**src/rtl/sp_ram_arb2.sv**
```systemverilog
// Two-requester arbiter time-sharing one single-port RAM with a 1-cycle registered read.
// Define SP_RAM_ARB_STRICT_PRIO_EN for fixed priority (requester 0 wins ties); default is round-robin.
module sp_ram_arb2 #(
  parameter int DATA_WIDTH = 32,
  parameter int ADDR_WIDTH = 10
) (
  input  logic                  clka,
  input  logic                  rsta,
  input  logic                  req0_valid,
  output logic                  req0_ready,
  input  logic                  req0_we,
  input  logic [ADDR_WIDTH-1:0] req0_addr,
  input  logic [DATA_WIDTH-1:0] req0_wdata,
  output logic                  rsp0_valid,
  output logic [DATA_WIDTH-1:0] rsp0_rdata,
  input  logic                  req1_valid,
  output logic                  req1_ready,
  input  logic                  req1_we,
  input  logic [ADDR_WIDTH-1:0] req1_addr,
  input  logic [DATA_WIDTH-1:0] req1_wdata,
  output logic                  rsp1_valid,
  output logic [DATA_WIDTH-1:0] rsp1_rdata,
  output logic                  ram_ena,
  output logic                  ram_wea,
  output logic [ADDR_WIDTH-1:0] ram_addra,
  output logic [DATA_WIDTH-1:0] ram_dina,
  input  logic [DATA_WIDTH-1:0] ram_douta
);

  logic                  acc_p0;
  logic                  gnt_sel_p0;
  logic                  acc_we_p0;
  logic [ADDR_WIDTH-1:0] acc_addr_p0;
  logic [DATA_WIDTH-1:0] acc_wdata_p0;
  logic [1:0]            rd_pend_p1;

  // Stage p0: combinational grant; nothing is accepted while reset is asserted.
  assign acc_p0 = (req0_valid | req1_valid) & ~rsta;

`ifdef SP_RAM_ARB_STRICT_PRIO_EN
  assign gnt_sel_p0 = ~req0_valid;
`else
  logic last_gnt;

  always_comb begin
    gnt_sel_p0 = 1'b0;
    if (req0_valid && req1_valid) begin
      gnt_sel_p0 = ~last_gnt;
    end else if (req1_valid) begin
      gnt_sel_p0 = 1'b1;
    end
  end

  always_ff @(posedge clka) begin
    if (rsta) begin
      last_gnt <= 1'b1;
    end else if (acc_p0) begin
      last_gnt <= gnt_sel_p0;
    end
  end
`endif

  assign req0_ready = acc_p0 & ~gnt_sel_p0;
  assign req1_ready = acc_p0 & gnt_sel_p0;

  always_comb begin
    acc_we_p0    = 1'b0;
    acc_addr_p0  = '0;
    acc_wdata_p0 = '0;
    if (acc_p0) begin
      if (gnt_sel_p0) begin
        acc_we_p0    = req1_we;
        acc_addr_p0  = req1_addr;
        acc_wdata_p0 = req1_wdata;
      end else begin
        acc_we_p0    = req0_we;
        acc_addr_p0  = req0_addr;
        acc_wdata_p0 = req0_wdata;
      end
    end
  end

  assign ram_ena   = acc_p0;
  assign ram_wea   = acc_we_p0;
  assign ram_addra = acc_addr_p0;
  assign ram_dina  = acc_wdata_p0;

  // Stage p1: read tag follows the RAM's registered output by one cycle.
  always_ff @(posedge clka) begin
    if (rsta) begin
      rd_pend_p1 <= 2'b00;
    end else begin
      rd_pend_p1[0] <= acc_p0 & ~gnt_sel_p0 & ~acc_we_p0;
      rd_pend_p1[1] <= acc_p0 & gnt_sel_p0 & ~acc_we_p0;
    end
  end

  // Reset in the response cycle suppresses the strobe.
  assign rsp0_valid = rd_pend_p1[0] & ~rsta;
  assign rsp1_valid = rd_pend_p1[1] & ~rsta;
  assign rsp0_rdata = ram_douta;
  assign rsp1_rdata = ram_douta;

endmodule
```
**config.mk**
```make
export PLATFORM = sky130hd
export DESIGN_NAME = sp_ram_arb2
export DESIGN_NICKNAME = d
export VERILOG_FILES = /design/src/rtl/sp_ram_arb2.sv
export SDC_FILE = /design/constraint.sdc
export NUM_CORES = 1
export LEC_CHECK = 0
export ABC_AREA = 1
export BUFFER_PORTS_ARGS = -buffer_cell sky130_fd_sc_hd__buf_4
export CORE_AREA = 2 2 92 94
export DETAILED_ROUTE_END_ITERATION = 16
export DIE_AREA = 0 0 94 96
export REMOVE_ABC_BUFFERS = 1
export SETUP_SLACK_MARGIN = 0.15
export SLEW_MARGIN = 15
export SYNTH_ARGS = -nofsm -noshare
export SYNTH_HDL_FRONTEND = slang
export SYNTH_SLANG_ARGS = --single-unit
```
**constraint.sdc**
```tcl
create_clock -name clka -period 2.1 [get_ports clka]
set_input_delay 0.42 -clock clka [delete_from_list [all_inputs] [get_ports clka]]
set_output_delay 0.42 -clock clka [all_outputs]
set_load 0.02 [all_outputs]
```
## After elaboration in Yosys (flattened, before gate mapping)

Cells that the tools add are included.

| word-level totals | value |
|---|---|
| register bits | 3 |
| latch bits | 0 |
| bits in writable memories | 0 |
| bits in read-only memories | 0 |
| bits of input ports | 122 |
| output and inout bits | 112 |
| word-level logic and storage cells | 23 |
| memories | 0 |

| cells by class | value |
|---|---|
| $add $sub $neg | 0 |
| multipliers | 0 |
| divide/modulo/power cells | 0 |
| $lt $le $gt $ge | 0 |
| eq/ne operators | 0 |
| shift-type cells | 0 |
| muxes and demuxes | 8 |
| bitwise operators | 12 |
| reduce and logical (&&, ||, !) cells | 1 |

Operator list:

| kind | count |
|---|---|
| $mux W32 | 2 |
| $mux W10 | 2 |
| $and A1 B1 Y1 | 7 |
| $mux W1 | 4 |
| $not A1 Y1 | 4 |
| $logic_and A1 B1 Y1 | 1 |
| $or A1 B1 Y1 | 1 |

## Depth between registers and ports, before layout

Gate-level depths: netlist of the first run.

| depth | value |
|---|---|
| depth in word-level cells | 6 |
| gate-level depth with buffers | 7 |
| mapped depth without buffers | 6 |

## Worst setup path after synthesis of the first run

OpenSTA, ideal clock, no wires.

| path | value |
|---|---|
| path kind | input to output |
| start point | in req0_valid |
| end point | out ram_addra[0] |
| arrival | 1.248 ns |
| data required time | 1.680 ns |
| slack | 0.432 ns |
| cell stages on the path | 6 |
| buffers on the path | 1 |
| cells stage by stage | nand2_1 -> nand2_1 -> nor2_4 -> buf_2 -> nand2_1 -> nand2_1 |

| between the ends | value |
|---|---|
| longest elaborated chain between the ends | 4 |
| elaborated cells between the ends (all ways) | 6 |
| those cells by class | mux: 3; bitwise: 2; reduce/logical: 1 |

RTL lines:

| element | RTL line | text |
|---|---|---|
| start: declaration | 9 | `input logic req0_valid,` |
| $logic_and A1 B1 Y1 | 47 | `if (req0_valid && req1_valid) begin` |
| $mux W1 | 47 |  |
| $mux W10 | 71 | `if (gnt_sel_p0) begin` |
| $mux W10 (*) | 70 | `if (acc_p0) begin` |
| end: declaration | 25 | `output logic [ADDR_WIDTH-1:0] ram_addra,` |

Mark *: on every way between the ends. The rest lies on a longest branch, timed or not.

## Worst setup path in the final report of the first run

| path | value |
|---|---|
| start point | in req0_valid |
| end point | out ram_addra[3] |

Same word-level chain as after synthesis.

==> flow_summary.toml, run 1 <==
[drt]
first_pass_iters = 4
vias = 1635
drt_iter0_drc = 92
via_per_inst = 4.03
drc_errors = 0
wl_per_cell_um = 18.0
drt-total-wl_um = 7310
ant_nets = 0

[sta]
period_share_pct = 89.6
finalSetupViolCount = 0
fmax_mhz = 531
setup_tns_ns = 0
skew_ns = 0.00267
min_period_ns = 1.88
slew_viol_final = 0
worst_pin_slew_ns = 0.180
rsz0062_at_grt = "false"
maxSlewHeadroom_pct = 87.9
hold_violations = 0
holdWs_ns = 0.484

[min_path]
worstHoldPathType = "input port to flip-flop"
min-delay-start = "req1_we"
hold_path_depth = 4
holdPathEnd = "rd_pend_p1[1]"

[critical_path]
path_max_fanout = 11
crit_chain = "buf_4 > nand2_1 > nand2_4 > nor2_4 > buf_12 > clkbuf_16 > nand2_1 > nand2_1 > buf_4"
cpLargestDelayFamily = "buffers and inverters"
cpMaxStageDelayCell = "clkbuf_16"
cp_common_cell = "nand2_1"
worst_setup_path_end_kind = "output pin"
setup.worst_path.start_class = "input port"
r2r_end = "rd_pend_p1[1]"
max_stage_delay_ns = 0.16
required_ns = 1.68
r2r-start = "last_gnt"
critPathLaunch = "req0_valid"
r2r_cells = 5
crit_arrival_ns = 1.46
reg2reg_slack_ns = 1.21
path_buf_inv = 4
path_class = "input port to output pin"

[synthesis]
netlist_area_sq_um = 1200
synth-edff-count = 0
syn_inst = 225
synth-simple-area-share_pct = 45.6
synthTopCellsByArea = "nand2_1 (40%), buf_4 (40%), dfxtp_1 (5.0%)"
synth_xor_area_share_pct = 0
synth_top_family_by_area = "buffers and inverters"
ys.flop_type = "dfxtp_1"
yosysSeqAreaShare_pct = 4.98
yosysTopAreaCell = "nand2_1"
synth_fa_ha_area_share_pct = 0
syn_avg_cell_area_sq_um = 5.36
synth_compound_area_share_pct = 1.45
yosys.area.top_type_share_pct = 40.2
synth.distinct_cells = 16
muxShareOfSynthArea_pct = 0
async_flop_share_pct = 0
ys_warn_count = 0
synth-seq-cells = 3

[cts]
cts_buffers = 3
cts_tree = "yes"
clkLatencyLatePin_ns = 0.22
clk_pin_slew_ns = 0.03
cts_num_sinks = 3
cts-root-buf = "clkbuf_8"
clock_path_buffers = 2
cts_max_level = 1

[final_layout]
final_cell_mix = "buf_4 (137), nand2_1 (128), inv_1 (7)"
post_route_cells_drive_above_1_share_pct = 50.8
layout_commonest_cell = "buf_4"
area_growth_pct = 67.1
nNetsFinal = 424
fin_util_pct = 25.0
antenna_cells = 0
layout.cells.non_filler = 406
nFillCells = 905

[power]
pwr-share-comb_pct = 66.6
seqPwrFrac_pct = 8.9
p_sw_uw = 266
leakagePower_uw = 0.00122
switching_share_pct = 38.5
pwr-share-clk_pct = 24.5
power-per-cell-area_nw_per_um2 = 343
ir_worst_vdd_uv = 91.6
internal_power_uw = 424

[global_route]
grt_use_total_pct = 12.7
grt_antenna_before_repair = 0
grt_pass1_wl_um = 8450
grt_overflow = 0
grt_max_degree = 44
first_global_vias = 1445

[die]
start_util_pct = 15.0
dieArea_sq_um = 9020
die_x_um = 94
row_count = 33
die_h_um = 96
io_pins = 234
core_area_sq_um = 8050

[placement]
post-place-cells = 396
hpwl_um = 5330
place.gp.congestion = 0.744
port_buffers = 137

[flow_run]
max_cap_viol_count = 0

[run_status]
status = "complete, no violations"
-- flip-flops by register name (all words and copies together) (netlist names) --
signal	cells
rd_pend_p1	2
last_gnt	1
-- power groups by stage --
| stage | Clock (uW) | Combinational (uW) | Sequential (uW) |
|---|---|---|---|
| finish | 169 | 459 | 61.7 |
| global placement | 0 | 422 | 62.2 |
| CTS | 175 | 429 | 61.7 |
| floorplan | 0 | 171 | 61.8 |
| global route | 175 | 499 | 62.0 |
| detailed placement | 0 | 427 | 62.4 |
-- routing by layer --
layer	track usage [%]	share of wire (%)
met1	14.7	37
met2	15.4	42
met3	12.6	19
met4	2.78	0.52
met5	11.3	1.1
-- tightest hold or removal path: cells and delay by family --
kind | cells | cell delay, ns
buffers and inverters | 3 | 0.16
and+or+nand+nor | 1 | 0.08
-- cell usage after synthesis, types with 2 or more instances --
cell type    n
nand2_1    129
buf_4       64
inv_1        7
buf_2        4
buf_6        4
dfxtp_1      3
nor2_1       3
nand4_1      2
nor2_4       2
-- area by class of cell --
class	count	area (sq um)	area share (%)
clock buffer	4	45.0	2.24
inverter	8	42.5	2.11
multi-input combinational	142	582	28.9
sequential	3	60.1	2.98
tap	105	131	6.53
timing repair buffer	143	1140	56.7
timing repair inverter	1	11.3	0.559
-- cells by family after synthesis --
family	Yosys count
flip-flops	3
AND/OR/NAND/NOR	139
buffers and inverters	80
AO/OA/AOI/OAI	3
-- worst max-delay path by stage --
stage	end	slack, ns	depth (start not counted)
2_1_floorplan	ram_addra[0]	0.19	5
3_3_place_gp	ram_dina[27]	0.17	8
3_5_place_dp	ram_dina[15]	0.15	8
4_1_cts	ram_dina[0]	0.19	7
5_1_grt	ram_dina[10]	0.15	9
6_report	ram_addra[3]	0.22	9
-- metrics by stage --
stage | cell area (sq um) | power, uW | setup WS, ns
detailed placement | 1840 | 489 | 0.146
global placement | 1840 | 485 | 0.171
floorplan | 659 | 233 | 0.190
finish | 2010 | 690 | 0.218
CTS | 1890 | 666 | 0.188
global route | 2010 | 736 | 0.151
-- repair_timing --
item,in CTS,in global routing
gates resized for setup,2,6
setup endpoints to repair,42,42
gates cloned,0,5
hold buffers,0,0
pin swaps,0,1
setup buffers,0,1
(Power assumes the default switching activity.)
==> run 2, diff against run 1 <==
--- a/config.mk
+++ b/config.mk
@@ -5,11 +5,11 @@
 export SDC_FILE = /design/constraint.sdc
 export NUM_CORES = 1
 export LEC_CHECK = 0
-export ABC_AREA = 1
+export ABC_AREA = 0
 export BUFFER_PORTS_ARGS = -buffer_cell sky130_fd_sc_hd__buf_4
-export CORE_AREA = 2 2 92 94
+export CORE_AREA = 2 2 90 92
 export DETAILED_ROUTE_END_ITERATION = 16
-export DIE_AREA = 0 0 94 96
+export DIE_AREA = 0 0 92 94
 export REMOVE_ABC_BUFFERS = 1
 export SETUP_SLACK_MARGIN = 0.15
 export SLEW_MARGIN = 15
==> run 2 against run 1 <==
Critical path depth fell by 4. Design area decreased by 3.4%. Clock power about the same. Core utilization up 0.57 points. Sequential share of layout area is 0.17 points higher. Area after synthesis grew 11%. Worst setup slack gained 0.053 ns. Clock skew down 0.0010 ns. Count of clock-buffer cells in the layout stayed put. Fmax grew 2.9%. First-iteration DRC count grew 22%. Largest cell class unchanged. Routed wire length rose by 13%.
==> flow_summary.toml, run 2 <==
[run_status]
status = "complete, no violations"

[synthesis]
synth_fa_ha_area_share_pct = 0
synth_top_family_by_area = "buffers and inverters"
synth_compound_area_share_pct = 30.0
yosysTopAreaCell = "buf_4"
yosys.area.top_type_share_pct = 36.1
yosysMostFrequentCell = "buf_4"
synth-simple-area-share_pct = 17.1
yosysSeqAreaShare_pct = 4.51
synth_xor_area_share_pct = 0
synth-edff-count = 0
synth.distinct_cells = 15
async_flop_share_pct = 0
synth-seq-cells = 3
syn_avg_cell_area_sq_um = 7.09
synthTopCellsByArea = "buf_4 (36%), a32oi_1 (28%), nor2_1 (13%)"
yosys-top-cells-count = "buf_4 (64), nor2_1 (47), a32oi_1 (43)"
ys.flop_type = "dfxtp_1"
muxShareOfSynthArea_pct = 0
syn_inst = 188
netlist_area_sq_um = 1330
ys_warn_count = 0

[sta]
hold_violations = 0
skew_ns = 0.00166
period_share_pct = 87.1
rsz0062_at_grt = "false"
min_period_ns = 1.83
holdWs_ns = 0.381
slew_viol_final = 0
fmax_mhz = 547
maxSlewHeadroom_pct = 64.6
worst_pin_slew_ns = 0.531
fin_ws_ns = 0.271
finalSetupViolCount = 0

[drt]
wl_per_cell_um = 23.3
drt_iter0_drc = 112
vias = 1662
drc_errors = 0
first_pass_iters = 4
drt-total-wl_um = 8240
via_per_inst = 4.71
ant_nets = 0

[critical_path]
crit_chain = "nand2b_2 > buf_4 > a32oi_1 > nor2_1 > buf_4"
worst_setup_path_end_kind = "output pin"
critPathLaunch = "last_gnt"
setup.worst_path.start_class = "flip-flop"
r2r_cells = 4
reg2reg_slack_ns = 1.10
cpMaxStageDelayCell = "dfxtp_2"
r2r_end = "rd_pend_p1[0]"
path_class = "flip-flop to output pin"
max_stage_delay_ns = 0.33
crit_arrival_ns = 1.41
cp_common_cell = "buf_4"
required_ns = 1.68
r2r-start = "last_gnt"
path_max_fanout = 16

[die]
start_util_pct = 17.5
io_pins = 234
die_x_um = 92
row_count = 32
dieArea_sq_um = 8650
die_h_um = 94
core_area_sq_um = 7610

[global_route]
grt_overflow = 0
grt_pass1_wl_um = 11300
grt_max_degree = 52
grt_antenna_before_repair = 0
grt_use_total_pct = 18.0
first_global_vias = 1605

[cts]
cts_buffers = 3
postCtsHoldBufs = 0
postCtsSetupBuffers = 0
clock_path_buffers = 2
cts_num_sinks = 3
cts-root-buf = "clkbuf_8"
cts_max_level = 1
clk_pin_slew_ns = 0.03
clkLatencyLatePin_ns = 0.21
cts_tree = "yes"

[min_path]
min-delay-start = "req0_we"
worstHoldPathType = "input port to flip-flop"
holdPathEnd = "rd_pend_p1[0]"
hold_path_depth = 2

[final_layout]
fin_util_pct = 25.6
top_regs = "rd_pend_p1: 2 flops, last_gnt: 1 flops"
layout.cells.non_filler = 353
top_register = "rd_pend_p1"
antenna_cells = 0
final_cell_mix = "buf_4 (142), nor2_1 (47), a32oi_1 (43)"
largest_reg_flops = 2
layout_commonest_cell = "buf_4"
post_route_cells_drive_above_1_share_pct = 59.8
nNetsFinal = 374
area_growth_pct = 46.0

[placement]
post-place-cells = 349
place.gp.congestion = 0.844
port_buffers = 137
place_ws_ns = 0.312
hpwl_um = 7060

[power]
ir_worst_vdd_uv = 128
leakagePower_uw = 0.000937
fin_total_pwr_uw = 670
power-per-cell-area_nw_per_um2 = 345

[flow_run]
max_cap_viol_count = 0
run 2: per-layer routing:
layer  track usage (%)  vias up  share of wire, %
met4              2.99        2              0.56
met5              6.41        -              0.66
li1                  -      739                 -
met3              15.0        8                19
met1              17.6      740                31
met2              29.2      173                49
run 2: power by group:
group          leakage, uW  total [uW]  internal (uW)  switching (uW)
registers        0.0000244        63.2           60.6            2.60
clock network    0.0000228         167            129            37.7
logic             0.000890         440            228             213
run 2: through the flow:
stage	setup TNS [ns]	area (sq um)
2_1_floorplan	-3.00	688
3_3_place_gp	0	1890
3_5_place_dp	0	1890
4_1_cts	0	1940
5_1_grt	0	1950
6_report	0	1950
run 2: how the worst max path moves through the flow:
stage	end	slack [ns]	cells after the start
2_1_floorplan	ram_addra[0]	-0.07	3
3_3_place_gp	ram_addra[0]	0.31	6
3_5_place_dp	ram_addra[0]	0.31	6
4_1_cts	ram_addra[0]	0.18	5
5_1_grt	ram_dina[23]	0.17	5
6_report	ram_dina[9]	0.27	5
run 2: repair_timing:
item,in CTS,in global routing
hold endpoints to repair,0,0
resized for setup,0,3
endpoints found under the setup margin,0,28
run 2: cell families after synthesis:
group	after synthesis
buffers and inverters	84
AND/OR/NAND/NOR	56
AO/OA/AOI/OAI	45
flip-flops	3
run 2: area by class of cell:
type,instances,area [sq um]
Sequential cell,3,61.3
Multi-Input combinational cell,101,631
Tap cell,102,128
Clock buffer,4,45.0
Fill cell,865,5660
Timing Repair Buffer,143,1080
run 2: worst max-delay path: cells and delay by family (launching register included):
| family | cells | cell delay, ns |
|---|---|---|
| buffers and inverters | 2 | 0.38 |
| AND/OR/NAND/NOR | 2 | 0.26 |
| AO/OA/AOI/OAI | 1 | 0.22 |
| flip-flops | 1 | 0.33 |
==> run 3, diff against run 2 <==
--- a/config.mk
+++ b/config.mk
@@ -7,12 +7,12 @@
 export LEC_CHECK = 0
 export ABC_AREA = 0
 export BUFFER_PORTS_ARGS = -buffer_cell sky130_fd_sc_hd__buf_4
-export CORE_AREA = 2 2 90 92
+export CORE_AREA = 3 3 89 91
 export DETAILED_ROUTE_END_ITERATION = 16
 export DIE_AREA = 0 0 92 94
+export MAX_ROUTING_LAYER = met4
 export REMOVE_ABC_BUFFERS = 1
 export SETUP_SLACK_MARGIN = 0.15
-export SLEW_MARGIN = 15
 export SYNTH_ARGS = -nofsm -noshare
 export SYNTH_HDL_FRONTEND = slang
 export SYNTH_SLANG_ARGS = --single-unit
==> run 3 against run 2 <==
Via count increased by 0.78%. Sequential share of layout area decreased by 0.094 points. Register-to-register slack got worse by 0.09 ns. Worst setup slack got worse by 0.019 ns. Global-route usage decreased by 2.0 points. Fmax decreased by 1.0%. Routed wire length decreased by 12%. Largest power group unchanged.
==> flow_summary.toml, run 3 (synthesized netlist as in run 2, its figures left out) <==
[critical_path]
required_ns = 1.68
path_max_fanout = 27
worst_setup_path_end_kind = "output pin"
path_class = "flip-flop to output pin"
reg2reg_slack_ns = 1.01
setup.worst_path.start_class = "flip-flop"
crit_arrival_ns = 1.43

[final_layout]
fin_util_pct = 27.2
post_route_cells_drive_above_1_share_pct = 59.5
nFillCells = 812
top_regs = "rd_pend_p1: 2 flops, last_gnt: 1 flops"
area_growth_pct = 47.4
final_cell_mix = "buf_4 (141), nor2_1 (47), a32oi_1 (43)"
largest_reg_flops = 2
layout.cells.non_filler = 351
design_area_sq_um = 1960
antenna_cells = 0
nNetsFinal = 375
layout_commonest_cell = "buf_4"
top_register = "rd_pend_p1"

[drt]
first_pass_iters = 4
via_per_inst = 4.77
drc_errors = 0
ant_nets = 0
drt-total-wl_um = 7250
drt_iter0_drc = 101
vias = 1675
wl_per_cell_um = 20.6

[placement]
hpwl_um = 5870
place_area_sq_um = 1890
place.gp.congestion = 0.720
post-place-cells = 345
port_buffers = 137

[global_route]
grt_antenna_before_repair = 0
grt_pass1_wl_um = 10300
grt_overflow = 0
grt_max_degree = 52
grt_use_total_pct = 16.0
first_global_vias = 1645

[sta]
skew_ns = 0.00466
maxSlewHeadroom_pct = 66.3
worst_pin_slew_ns = 0.506
rsz0062_at_grt = "true"
fmax_mhz = 541
min_period_ns = 1.85
finalSetupViolCount = 0
hold_violations = 0
period_share_pct = 88.0
slew_viol_final = 0
holdWs_ns = 0.379

[die]
start_util_pct = 18.5
die_x_um = 92
die_h_um = 94
dieArea_sq_um = 8650
core_area_sq_um = 7210
row_count = 31
io_pins = 234

[power]
fin_total_pwr_uw = 681
power-per-cell-area_nw_per_um2 = 346
ir_worst_vdd_uv = 96.6
leakagePower_uw = 0.000948

[cts]
cts_tree = "yes"
cts_max_level = 1
clk_pin_slew_ns = 0.03
clkLatencyLatePin_ns = 0.22
cts_buffers = 3
cts_num_sinks = 3
cts-root-buf = "clkbuf_8"
postCtsHoldBufs = 0
clock_path_buffers = 2

[flow_run]
max_cap_viol_count = 0

[min_path]
worstHoldPathType = "input port to flip-flop"

[run_status]
status = "complete, no violations"
## run 3: cell types whose count changed in the layout (fill, tap and decap cells not counted)
cell / previous run / this run
dfxtp_2: 1 / 0
buf_6: 0 / 1
dfxtp_1: 2 / 3
buf_12: 0 / 1
buf_4: 142 / 141
## run 3: path summary, 6_finish.rpt
path             from             to  cells past startpoint
min reg2reg  last_gnt       last_gnt                      3
min           req1_we  rd_pend_p1[1]                      2
max          last_gnt   ram_addra[0]                      5
max reg2reg  last_gnt  rd_pend_p1[0]                      4
## run 3: area by class of cell
cell class | count | area (sq um) | area share (%)
repair buffers | 144 | 1100 | 56.2
clock buffers | 4 | 45.0 | 2.29
multi-input cells | 101 | 631 | 32.1
flip-flops and latches | 3 | 60.1 | 3.06
well taps | 99 | 124 | 6.31
## run 3: worst max-delay path, cell delays in order, from the launching register on
cell      delay (ns)
dfxtp_1         0.34
nand2b_2        0.21
buf_8           0.17
a32oi_1         0.24
nor2_1          0.06
buf_4           0.17
## run 3: what timing repair did
action	4_1_cts	5_1_grt
setup buffers	0	2
gates resized for setup	0	3
setup endpoints to repair	0	40
## run 3: layer usage
metal	track usage, %	wire length, um	vias to the layer above
li1	-	-	742
met1	18.5	2890	761
met2	20.8	2990	170
met3	14.0	1330	2
met4	2.60	27	0
met5	-	0	-
## run 3: per-stage QoR
stage | worst slack [ns] | TNS [ns]
after floorplan | -0.0686 | -3.00
after global placement | 0.214 | 0
after detailed placement | 0.204 | 0
after global routing | 0.139 | 0
after CTS | 0.159 | 0
final | 0.252 | 0
## run 3: where the power goes
group / leakage, uW / internal, uW / switching [uW]
logic: 0.000901 / 233 / 217
registers: 0.0000247 / 60.3 / 2.20
clock network: 0.0000228 / 130 / 38.5
